## src/rtl/phase_op_sequencer.sv

```systemverilog
// Per-sample operator scheduler for the phase-increment / phase-accumulator datapath.
//
// On sample_clk_en the sequencer walks op_num through every operator slot, spending
// CYCLES_PER_OP clocks in each slot. It issues op_valid on the first cycle of each slot.
// It also produces a copy of op_valid/op_num (acc_we/op_num_p2) delayed by PIPE_DELAY
// clocks, so the accumulator write lines up with the phase-increment result.
//
// Ports:
//   clk            system clock
//   reset          synchronous, active-high reset
//   sample_clk_en  one-cycle strobe: start of a sample frame
//   clr_overrun    clears the sticky overrun flag
//   op_num         operator being issued (held outside RUN)
//   op_valid       issue strobe, first cycle of each slot
//   op_num_p2      op_num delayed PIPE_DELAY clocks
//   acc_we         op_valid delayed PIPE_DELAY clocks
//   busy           frame in progress (RUN or DRAIN)
//   frame_done     one-cycle pulse on the first IDLE cycle after DRAIN
//   overrun        sticky: sample_clk_en seen while busy
module phase_op_sequencer #(
  parameter int unsigned NUM_OPS       = 18,
  parameter int unsigned OP_NUM_WIDTH  = 5,
  parameter int unsigned CYCLES_PER_OP = 4,
  parameter int unsigned PIPE_DELAY    = 2
) (
  input  logic                    clk,
  input  logic                    reset,
  input  logic                    sample_clk_en,
  input  logic                    clr_overrun,
  output logic [OP_NUM_WIDTH-1:0] op_num,
  output logic                    op_valid,
  output logic [OP_NUM_WIDTH-1:0] op_num_p2,
  output logic                    acc_we,
  output logic                    busy,
  output logic                    frame_done,
  output logic                    overrun
);

  // The slot counter is reused to time DRAIN, so size it for the larger of the two uses.
  localparam int unsigned CntMax = (CYCLES_PER_OP > PIPE_DELAY) ? CYCLES_PER_OP : PIPE_DELAY;
  localparam int unsigned CntW   = (CntMax > 1) ? $clog2(CntMax) : 1;

  typedef enum logic [1:0] {StIdle, StRun, StDrain} state_e;

  state_e                  state_q, state_d;
  logic [CntW-1:0]         cnt_q, cnt_d;
  logic [OP_NUM_WIDTH-1:0] op_cnt_q, op_cnt_d;
  logic                    frame_done_q, frame_done_d;
  logic                    overrun_q, overrun_d;

  logic [PIPE_DELAY-1:0]   we_pipe_q;
  logic [OP_NUM_WIDTH-1:0] num_pipe_q [PIPE_DELAY];

  logic last_slot, last_op, drain_end;

  assign last_slot = (cnt_q == CntW'(CYCLES_PER_OP - 1));
  assign last_op   = (op_cnt_q == OP_NUM_WIDTH'(NUM_OPS - 1));
  assign drain_end = (cnt_q == CntW'(PIPE_DELAY - 1));

  always_comb begin
    state_d      = state_q;
    cnt_d        = cnt_q;
    op_cnt_d     = op_cnt_q;
    frame_done_d = 1'b0;
    unique case (state_q)
      StIdle: begin
        if (sample_clk_en) begin
          state_d  = StRun;
          cnt_d    = '0;
          op_cnt_d = '0;
        end
      end
      StRun: begin
        if (last_slot) begin
          cnt_d = '0;
          // op_cnt stays on the last operator so op_num holds it through DRAIN/IDLE.
          if (last_op) state_d = StDrain;
          else         op_cnt_d = op_cnt_q + OP_NUM_WIDTH'(1);
        end else begin
          cnt_d = cnt_q + CntW'(1);
        end
      end
      StDrain: begin
        if (drain_end) begin
          state_d      = StIdle;
          cnt_d        = '0;
          frame_done_d = 1'b1;
        end else begin
          cnt_d = cnt_q + CntW'(1);
        end
      end
      default: state_d = StIdle;
    endcase
  end

  // Set has priority over clear so a strobe coincident with clr_overrun is never lost.
  always_comb begin
    overrun_d = overrun_q;
    if (sample_clk_en && busy) overrun_d = 1'b1;
    else if (clr_overrun)      overrun_d = 1'b0;
  end

  always_ff @(posedge clk) begin
    if (reset) begin
      state_q      <= StIdle;
      cnt_q        <= '0;
      op_cnt_q     <= '0;
      frame_done_q <= 1'b0;
      overrun_q    <= 1'b0;
    end else begin
      state_q      <= state_d;
      cnt_q        <= cnt_d;
      op_cnt_q     <= op_cnt_d;
      frame_done_q <= frame_done_d;
      overrun_q    <= overrun_d;
    end
  end

  // Plain delay line matching the phase-increment pipeline; cleared on reset so no
  // pre-reset issue can produce a write.
  always_ff @(posedge clk) begin
    if (reset) begin
      we_pipe_q <= '0;
      for (int i = 0; i < PIPE_DELAY; i++) num_pipe_q[i] <= '0;
    end else begin
      we_pipe_q[0]  <= op_valid;
      num_pipe_q[0] <= op_num;
      for (int i = 1; i < PIPE_DELAY; i++) begin
        we_pipe_q[i]  <= we_pipe_q[i-1];
        num_pipe_q[i] <= num_pipe_q[i-1];
      end
    end
  end

  assign op_num     = op_cnt_q;
  assign op_valid   = (state_q == StRun) && (cnt_q == '0);
  assign op_num_p2  = num_pipe_q[PIPE_DELAY-1];
  assign acc_we     = we_pipe_q[PIPE_DELAY-1];
  assign busy       = (state_q != StIdle);
  assign frame_done = frame_done_q;
  assign overrun    = overrun_q;

endmodule

```

## config.mk

```make
export PLATFORM = sky130hd
export DESIGN_NAME = phase_op_sequencer
export DESIGN_NICKNAME = d
export VERILOG_FILES = /design/src/rtl/phase_op_sequencer.sv
export SDC_FILE = /design/constraint.sdc
export NUM_CORES = 1
export LEC_CHECK = 0
export ABC_AREA = 1
export BUFFER_PORTS_ARGS = -buffer_cell sky130_fd_sc_hd__clkbuf_2
export CORE_MARGIN = 10
export CORE_UTILIZATION = 58
export DETAILED_ROUTE_END_ITERATION = 6
export PLACE_DENSITY_LB_ADDON = 0.05
export SLEW_MARGIN = 20
export SYNTH_ARGS = -nofsm -noshare
export SYNTH_HDL_FRONTEND = slang
export SYNTH_SLANG_ARGS = --single-unit
```

## constraint.sdc

```tcl
create_clock -name clk -period 2.79 [get_ports clk]
set_input_delay 0.558 -clock clk [delete_from_list [all_inputs] [get_ports clk]]
set_output_delay 0.558 -clock clk [all_outputs]
set_load 0.05 [all_outputs]
```

==> flow_summary_export.csv, run 1 <==
group,metric,value,unit
clock_tree,cts_root_buf,"clkbuf_4",
cells_and_area,final_nets,181,
yosys,synth_xor_xnor_area_share,0,%
floorplan,dieWidth,63.6,um
yosys,synthAdderAreaFrac,12.5,%
power,power_frac_clock,12.8,%
worst_setup_path,crit_fanout,7,
clock_tree,clkLatencyLatePin,0.30,ns
routing,via_count,889,
worst_setup_path,r2r-start,"state_q[1]",
power,p_per_area,968,nW/um^2
floorplan,die-area,4050,sq um
placed_design,dp_hpwl,1600,um
cells_and_area,synthToLayoutAreaGrowth,8.96,%
yosys,synth_cell_type_count,15,
grt,grtUsageMet1,10.5,%
cells_and_area,post-route-util,68.2,%
timing,maxSlewViolCount,0,
clock_tree,h-tree-depth,1,
worst_setup_path,max_stage_delay,0.36,ns
routing,firstDrtPassIters,4,
grt,antenna_found_initial,0,
job,cap_violations,0,
worst_setup_path,cp-endpoint,"op_valid",
yosys,ys_ff_latch,23,
worst_setup_path,r2r-end,"state_q[0]",
worst_setup_path,critPathArrivalTime,1.50,ns
worst_setup_path,startpoint_type,"register",
yosys,seq_area_frac_synth,41.7,%
worst_setup_path,cp_top_family,"buffers and inverters",
power,total_power,1.16,mW
yosys,synth_top_area_share,41.7,%
grt,grt_max_degree,19,
yosys,syn_area,1100,sq um
routing,drt_iter0_markers,10,
grt,grtUsageMet3,3.89,%
cells_and_area,antennaDiodeCount,0,
yosys,synth_top_family_by_area,"simple AND/OR/NAND/NOR gates",
grt,grt_pass1_vias,796,
yosys,yosys.area.top_type,"dfxtp_1",
cells_and_area,drive_above_1_share,13.9,%
worst_setup_path,critPathLaunch,"state_q[1]",
yosys,ys_warn_count,0,
worst_setup_path,criticalPathCategory,"reg -> out",
yosys,syn-instance-count,150,
grt,grt-ovfl-total,0,
power,pwr-share-seq,36.8,%
timing,post-route-min-period,2.06,ns
floorplan,die_y,63.6,um
yosys,avgSynthCellArea,7.36,sq um
worst_setup_path,cp_common_cell,"inv_1",
power,ir_drop,0.000743,V
worst_setup_path,r2r_slack,1.19,ns
timing,timing.fmax,485,MHz
yosys,yosys.area_share.simple,24.7,%
routing,vias_per_cell,4.68,
hold_path,worstHoldPathType,"reg -> reg",
timing,hold_viol_final,0,
worst_setup_path,path_depth,5,
yosys,synthTopCellsByArea,"dfxtp_1, ha_1, inv_1",
routing,routedWlPerCell,10.5,um
timing,rsz0062_at_grt,"no",
worst_setup_path,crit_path_end_kind,"output port",
power,power.switching,562,uW
timing,setup_viol,0,
power,intPower,602,uW
run_status,status,"finished clean",
clock_tree,path_clk_slew,0.12,ns
clock_tree,cts_buffers,3,
timing,skew,0.00262,ns
worst_setup_path,crit_slowest_cell,"dfxtp_1",
floorplan,core,1760,sq um
yosys,synth_mux_area_share,0,%
clock_tree,cts_resized,0,
grt,gr-usage-all-layers,9.68,%
placed_design,globalplace.congestion,0.853,
floorplan,placementRows,15,
clock_tree,cts_setup_buffers,0,
clock_tree,hold_buffers,0,
power,power_leakage,0.607,nW
timing,whs,0.408,ns
grt,busiest_layer,"met2",
worst_setup_path,ff2ff_path_depth,8,
grt,use_met2,15.8,%
worst_setup_path,worst-path-buf-inv,3,
power,switching_share,48.3,%
placed_design,port_buffers,18,
routing,ant_nets,0,
timing,relSlewSlack,76.7,%
floorplan,io_pins,19,
timing,worst_slew_pin_slew,0.350,ns
routing,wl,1990,um
clock_tree,cts_sinks,23,
clock_tree,clockBufferDepth,2,
power,p_comb_share,50.4,%
clock_tree,cts_tree,"built",
grt,grt_pass1_wl,3270,um
timing,tns,0,ns
timing,timing.final.crit_share,73.9,%
floorplan,initial_core_util,62.6,%
routing,drc,0,
worst_setup_path,worstPathRequired,2.23,ns
yosys,synth_compound_area_share,6.12,%
worst_setup_path,path_cells,"inv_1 > ha_1 > nand2_1 > inv_1 > clkbuf_2",
yosys,synthesis.nets,165,
-- how the worst min path moves through the flow --
stage | cells after the start | slack (ns) | start | endpoint
2_1_floorplan | 2 | 0.39 | num_pipe_q[0][0] | num_pipe_q[0][5]
3_3_place_gp | 2 | 0.39 | num_pipe_q[0][2] | num_pipe_q[0][7]
3_5_place_dp | 2 | 0.40 | num_pipe_q[0][3] | num_pipe_q[0][8]
4_1_cts | 2 | 0.41 | num_pipe_q[0][3] | num_pipe_q[0][8]
5_1_grt | 2 | 0.42 | num_pipe_q[0][4] | num_pipe_q[0][9]
6_report | 2 | 0.41 | num_pipe_q[0][3] | num_pipe_q[0][8]
-- logic make-up after synthesis --
group,after synthesis
and+or+nand+nor,65
buffers and inverters,38
DFF,23
AOI/OAI and AO/OA,13
adders and majority gates,11
-- worst register-to-register path: stages (launching register included) --
cell,delay [ns]
dfxtp_1,0.40
inv_1,0.10
ha_1,0.28
nand2_1,0.13
nand2_1,0.10
a21oi_1,0.27
nand3_1,0.12
nand2_1,0.08
nor2_1,0.04
-- registers in the layout (all words and copies together), names as in the netlist --
name	count
num_pipe_q	10
op_num	5
cnt_q	2
state_q	2
we_pipe_q	2
frame_done	1
overrun	1
-- cells in the mapped netlist --
library cell	instances
ha_1	11
o21ai_0	3
a22oi_1	1
nand4_1	1
a21oi_1	9
inv_1	30
nand2_1	30
nor3_1	2
nor2_1	23
nand3_4	1
nand3_1	8
dfxtp_1	23
clkbuf_1	1
buf_4	6
inv_2	1
-- per-layer routing --
metal  vias up  routed length, um
li1        475                  -
met5         -                  0
met2        19                923
met3         4                118
met4         0                 32
met1       391                913
-- stage by stage --
step,instances,setup WS (ns),area [sq um]
6_report,190,0.729,1200
5_1_grt,190,0.623,1200
4_1_cts,190,0.706,1200
3_5_place_dp,186,1.06,1180
3_3_place_gp,186,1.11,1180
2_1_floorplan,150,1.19,1100
-- cell usage in the layout, fill, tap and decap left out --
cell type	Yosys	final
a21oi_1	9	9
a22oi_1	1	1
clkbuf_1	1	1
clkbuf_2	0	18
clkbuf_4	0	3
dfxtp_1	23	23
ha_1	11	11
inv_1	30	30
inv_2	1	1
nand2_1	30	30
nand3_1	8	8
nand3_4	1	1
nand4_1	1	1
nor2_1	23	23
nor3_1	2	2
o21ai_0	3	3
-- layout make-up --
| type | instances | area [sq um] |
|---|---|---|
| Clock buffer | 4 | 26.3 |
| Fill cell | 177 | 562 |
| Inverter | 31 | 116 |
| Multi-Input combinational cell | 89 | 478 |
| Sequential cell | 23 | 460 |
| Tap cell | 25 | 31.3 |
| Timing Repair Buffer | 18 | 90.1 |
-- power by group through the flow --
stage / Sequential (mW) / Combinational (mW) / Clock [mW]
finish: 0.428 / 0.587 / 0.149
global route: 0.436 / 0.658 / 0.166
CTS: 0.428 / 0.591 / 0.155
detailed placement: 0.435 / 0.589 / 0
global placement: 0.431 / 0.580 / 0
floorplan: 0.493 / 0.414 / 0
No activity file was read; power rests on OpenSTA's default activity.
==> run 2, diff against run 1 <==
CORE_UTILIZATION = 53   (was 58)
clock period = 1.9 ns   (was 2.79 ns; I/O delays follow)
==> run 2 against run 1 <==
Clock power is 51% higher. First-iteration DRC count grew to 4.4 times the previous value. Global-route usage is 0.26 points higher. Wire length is 2.0% higher. Cell area is 1.4% higher. Critical path depth stayed put. Final cell count is 1.6% higher. Non-clock buffer count is 1 higher. Total power is 49% higher. Via count is 1.9% higher. Critical path type unchanged.
==> flow_summary_export.csv, run 2 (synthesis gave the netlist of run 1 again) <==
group,metric,value,unit
worst_setup_path,startpoint_type,"register",
worst_setup_path,ff2ff_path_depth,8,
cells_and_area,synthToLayoutAreaGrowth,10.4,%
routing,ant_nets,0,
cells_and_area,largest_reg_flops,10,
placed_design,globalplace.congestion,0.859,
cells_and_area,top_register,"num_pipe_q",
worst_setup_path,criticalPathCategory,"reg -> out",
grt,gr-usage-all-layers,9.93,%
hold_path,whs_path_depth,3,
timing,setup_viol,0,
power,p_per_area,1420,nW/um^2
routing,wl,2030,um
timing,tns,0,ns
grt,grt_max_degree,14,
cells_and_area,fill_cells,202,
routing,drt_iter0_markers,44,
cells_and_area,antennaDiodeCount,0,
grt,antenna_found_initial,0,
routing,vias_per_cell,4.69,
placed_design,post-place-ws,0.361,ns
placed_design,dp_hpwl,1570,um
floorplan,die-area,4310,sq um
floorplan,die_y,65.6,um
timing,worst_slew_pin_slew,0.281,ns
clock_tree,clockBufferDepth,2,
worst_setup_path,worstPathRequired,1.52,ns
timing,maxSlewViolCount,0,
timing,skew,0.00430,ns
timing,timing.fmax,556,MHz
routing,via_count,906,
floorplan,core,1960,sq um
timing,relSlewSlack,81.2,%
floorplan,placementRows,16,
run_status,status,"finished clean",
clock_tree,cts_root_buf,"clkbuf_4",
routing,drc,0,
floorplan,io_pins,19,
timing,finalWorstSetupSlack,0.100,ns
grt,grt_pass1_vias,800,
power,ir_drop,0.000912,V
timing,hold_viol_final,0,
clock_tree,cts_tree,"built",
worst_setup_path,r2r-start,"state_q[0]",
worst_setup_path,crit_fanout,7,
worst_setup_path,crit_path_end_kind,"output port",
cells_and_area,final_nets,182,
timing,rsz0062_at_grt,"no",
floorplan,dieWidth,65.6,um
hold_path,min_from,"sample_clk_en",
placed_design,port_buffers,18,
cells_and_area,drive_above_1_share,15.7,%
hold_path,holdPathEnd,"overrun",
grt,grt-ovfl-total,0,
worst_setup_path,critPathLaunch,"state_q[1]",
clock_tree,cts_buffers,3,
timing,whs,0.297,ns
worst_setup_path,r2r-end,"state_q[0]",
cells_and_area,final_cell_mix,"inv_1, nand2_1, nor2_1, dfxtp_1, clkbuf_2",
power,power_leakage,0.615,nW
timing,timing.final.crit_share,94.7,%
job,cap_violations,0,
timing,post-route-min-period,1.80,ns
hold_path,worstHoldPathType,"in -> reg",
worst_setup_path,critPathArrivalTime,1.42,ns
routing,firstDrtPassIters,4,
worst_setup_path,r2r_slack,0.40,ns
routing,routedWlPerCell,10.5,um
floorplan,initial_core_util,56.2,%
clock_tree,clkLatencyLatePin,0.31,ns
clock_tree,h-tree-depth,1,
clock_tree,path_clk_slew,0.12,ns
clock_tree,cts_sinks,23,
grt,grt_pass1_wl,3500,um
[run 2: changes by cell type in the layout (fill, tap and decap cells not counted), sizes merged]
cell	delta
buf	+2
clkbuf	-2
clkinv	+1
[run 2: power breakdown]
group	switching, mW	internal, mW
clock	0.147	0.0786
combinational	0.625	0.251
sequential	0.0655	0.564
total	0.837	0.893
[run 2: per-stage QoR]
stage	instance area [sq um]	power [mW]	utilization (%)	std cells
finish	1220	1.73	62.1	193
global route	1220	1.87	62.1	193
CTS	1210	1.74	61.9	193
detailed placement	1190	1.50	60.5	189
global placement	1190	1.49	60.5	189
floorplan	1100	1.33	-	150
[run 2: routing by layer]
metal,vias up,track usage [%],part of all wire (%)
li1,477,-,-
met1,392,12.2,49
met2,33,15.0,42
met3,4,4.07,8.1
met4,0,4.01,1.2
met5,-,0,0
[run 2: area by class of cell]
class / count / area [sq um] / area share (%)
Inverter: 31 / 116 / 9.55
Clock buffer: 3 / 22.5 / 1.85
Multi-Input combinational cell: 89 / 480 / 39.4
Timing Repair Buffer: 19 / 100 / 8.21
Sequential cell: 23 / 460 / 37.8
Clock inverter: 1 / 5.00 / 0.411
Tap cell: 27 / 33.8 / 2.77
[run 2: how the worst max path moves through the flow]
stage	cells past startpoint	endpoint	slack (ns)
2_1_floorplan	10	op_num[3]	0.31
3_3_place_gp	5	op_valid	0.40
3_5_place_dp	5	op_valid	0.36
5_1_grt	5	op_valid	0.0006
6_report	5	op_valid	0.10
4_1_cts	5	op_valid	0.002
[run 2: critical path, cell delays in order, from the launching register on]
cell,delay (ns)
dfxtp_1,0.36
inv_1,0.11
ha_2,0.26
nand2_1,0.08
inv_1,0.06
buf_2,0.25
[run 2: repair_timing]
item | CTS | global route
hold buffers | 0 | 0
resized for setup | 0 | 4
hold endpoints to repair | 0 | 0
setup buffers | 0 | 0
setup endpoints to repair | 0 | 2
==> run 3, diff against run 2 <==
--- a/config.mk
+++ b/config.mk
@@ -11,6 +11,7 @@
 export CORE_UTILIZATION = 53
 export DETAILED_ROUTE_END_ITERATION = 6
+export GPL_TIMING_DRIVEN = 0
 export PLACE_DENSITY_LB_ADDON = 0.05
-export SLEW_MARGIN = 20
+export SLEW_MARGIN = 30
 export SYNTH_ARGS = -nofsm -noshare
 export SYNTH_HDL_FRONTEND = slang
==> constraint.sdc (replaced) <==
create_clock -name clk -period 1.9 [get_ports clk]
set_input_delay 0.38 -clock clk [delete_from_list [all_inputs] [get_ports clk]]
set_output_delay 0.38 -clock clk [all_outputs]
set_load 0.005 [all_outputs]
==> run 3 against run 2 <==
First-iteration DRC count decreased by 18%. Non-clock buffer count increased by 5. Sequential share of layout area decreased by 0.95 points. Cell area increased by 2.6%. Die area unchanged. Clock power decreased by 2%. Combinational power decreased by 24%. Largest power group unchanged. Worst setup slack improved by 0.052 ns. Clock-buffer cell count unchanged. Register-to-register slack got worse by 0.08 ns.
==> flow_summary_export.csv, run 3 (synthesis gave the netlist of run 1 again) <==
group,metric,value,unit
worst_setup_path,critPathArrivalTime,1.37,ns
worst_setup_path,crit_slowest_cell,"dfxtp_1",
power,power_frac_clock,14.6,%
hold_path,worstHoldPathType,"in -> reg",
job,cap_violations,0,
placed_design,port_buffers,17,
floorplan,die_y,65.6,um
routing,drc,0,
worst_setup_path,criticalPathCategory,"reg -> out",
clock_tree,hold_buffers,0,
timing,maxSlewViolCount,0,
timing,tns,0,ns
worst_setup_path,path_depth,5,
timing,hold_viol_final,0,
routing,vias_per_cell,4.63,
routing,drt_iter0_markers,36,
timing,rsz0062_at_grt,"no",
worst_setup_path,worst-path-buf-inv,3,
cells_and_area,multi_input_area,478,sq um
routing,routedWlPerCell,10.3,um
worst_setup_path,r2r-start,"state_q[1]",
worst_setup_path,ff2ff_path_depth,8,
clock_tree,cts_root_buf,"clkbuf_4",
cells_and_area,largest_reg_flops,10,
grt,grt-ovfl-total,0,
floorplan,io_pins,19,
timing,post-route-min-period,1.75,ns
worst_setup_path,r2r-end,"state_q[0]",
routing,wl,2040,um
worst_setup_path,cp_common_cell,"inv_1",
power,power.switching,629,uW
timing,whs,0.300,ns
cells_and_area,synthToLayoutAreaGrowth,13.3,%
hold_path,min_from,"reset",
routing,ant_nets,0,
power,ir_drop,0.000810,V
run_status,status,"finished clean",
worst_setup_path,max_stage_delay,0.36,ns
power,intPower,889,uW
cells_and_area,antennaDiodeCount,0,
routing,via_count,916,
cells_and_area,instances_no_fill,198,
timing,setup_viol,0,
worst_setup_path,critPathLaunch,"state_q[1]",
placed_design,globalplace.congestion,0.861,
timing,skew,0.00603,ns
worst_setup_path,r2r_slack,0.32,ns
timing,timing.final.crit_share,92.0,%
floorplan,core,1960,sq um
power,power_leakage,0.639,nW
timing,relSlewSlack,73.3,%
grt,grt_max_degree,14,
cells_and_area,drive_above_1_share,17.0,%
power,p_per_area,1210,nW/um^2
clock_tree,cts_setup_buffers,0,
cells_and_area,final_cell_mix,"inv_1, nand2_1, nor2_1, dfxtp_1, clkbuf_2",
clock_tree,h-tree-depth,1,
worst_setup_path,crit_fanout,7,
grt,antenna_found_initial,0,
clock_tree,clkLatencyLatePin,0.30,ns
cells_and_area,final_nets,187,
placed_design,dp_hpwl,1570,um
worst_setup_path,cp-endpoint,"op_valid",
worst_setup_path,cp_top_family,"flip-flops",
grt,grt_pass1_wl,3520,um
power,switching_share,41.4,%
placed_design,placed_cells,194,
grt,gr-usage-all-layers,10.1,%
cells_and_area,seq_area,460,sq um
clock_tree,cts_resized,0,
worst_setup_path,path_cells,"inv_1 > ha_1 > nand2_1 > inv_1 > clkbuf_2",
cells_and_area,top_register,"num_pipe_q",
cells_and_area,fill_cells,192,
floorplan,dieWidth,65.6,um
routing,firstDrtPassIters,4,
clock_tree,clockBufferDepth,2,
clock_tree,cts_tree,"built",
power,p_comb_share,44.1,%
timing,worst_slew_pin_slew,0.400,ns
floorplan,initial_core_util,56.2,%
floorplan,die-area,4310,sq um
clock_tree,cts_sinks,23,
worst_setup_path,crit_path_end_kind,"output port",
floorplan,placementRows,16,
power,pwr-share-seq,41.4,%
clock_tree,path_clk_slew,0.13,ns
worst_setup_path,startpoint_type,"register",
grt,grt_pass1_vias,808,
timing,timing.fmax,572,MHz
worst_setup_path,worstPathRequired,1.52,ns
clock_tree,cts_buffers,3,
[run 3: area by class of cell]
class                           count  area share (%)
Inverter                           31            9.31
Buffer                              7            3.90
Sequential cell                    23            36.8
Clock inverter                      1           0.400
Clock buffer                        3            1.80
Tap cell                           27            2.70
Timing Repair Buffer               17            6.81
Multi-Input combinational cell     89            38.2
[run 3: worst min-delay path by stage]
stage	endpoint	slack [ns]	cells past startpoint
after floorplan	num_pipe_q[0][5]	0.39	2
after global placement	num_pipe_q[0][5]	0.39	2
after detailed placement	num_pipe_q[0][9]	0.40	2
after CTS	op_num[1]	0.29	2
after global routing	num_pipe_q[0][4]	0.29	2
final	num_pipe_q[0][5]	0.30	2
[run 3: routing by layer]
metal | vias up | track usage (%) | share of wire [%]
li1 | 488 | - | -
met3 | 4 | 4.07 | 8.5
met5 | - | 0 | 0
met2 | 28 | 15.2 | 43
met4 | 0 | 4.81 | 1.5
met1 | 396 | 12.2 | 47
[run 3: per-stage QoR]
| stage | total power, mW | utilization (%) | instance area [sq um] | worst slack [ns] |
|---|---|---|---|---|
| 6_report | 1.52 | 63.7 | 1250 | 0.152 |
| 5_1_grt | 1.67 | 63.7 | 1250 | 0.0494 |
| 4_1_cts | 1.54 | 63.7 | 1250 | 0.133 |
| 3_5_place_dp | 1.31 | 62.3 | 1220 | 0.333 |
| 3_3_place_gp | 1.30 | 62.3 | 1220 | 0.364 |
| 2_1_floorplan | 1.13 | - | 1100 | 0.553 |
[run 3: power groups by stage]
stage | Clock, mW | Combinational, mW | Sequential, mW
after floorplan | 0 | 0.498 | 0.629
after global placement | 0 | 0.662 | 0.634
after detailed placement | 0 | 0.668 | 0.640
after CTS | 0.235 | 0.677 | 0.628
after global routing | 0.251 | 0.777 | 0.638
final | 0.221 | 0.669 | 0.627
[run 3: worst reg2reg max path: stages, from the launching register on]
cell     delay (ns)
dfxtp_1        0.40
inv_1          0.10
ha_1           0.29
nand2_1        0.13
nand2_1        0.10
a21oi_1        0.26
nand3_1        0.11
nand2_1        0.07
nor2_1         0.04
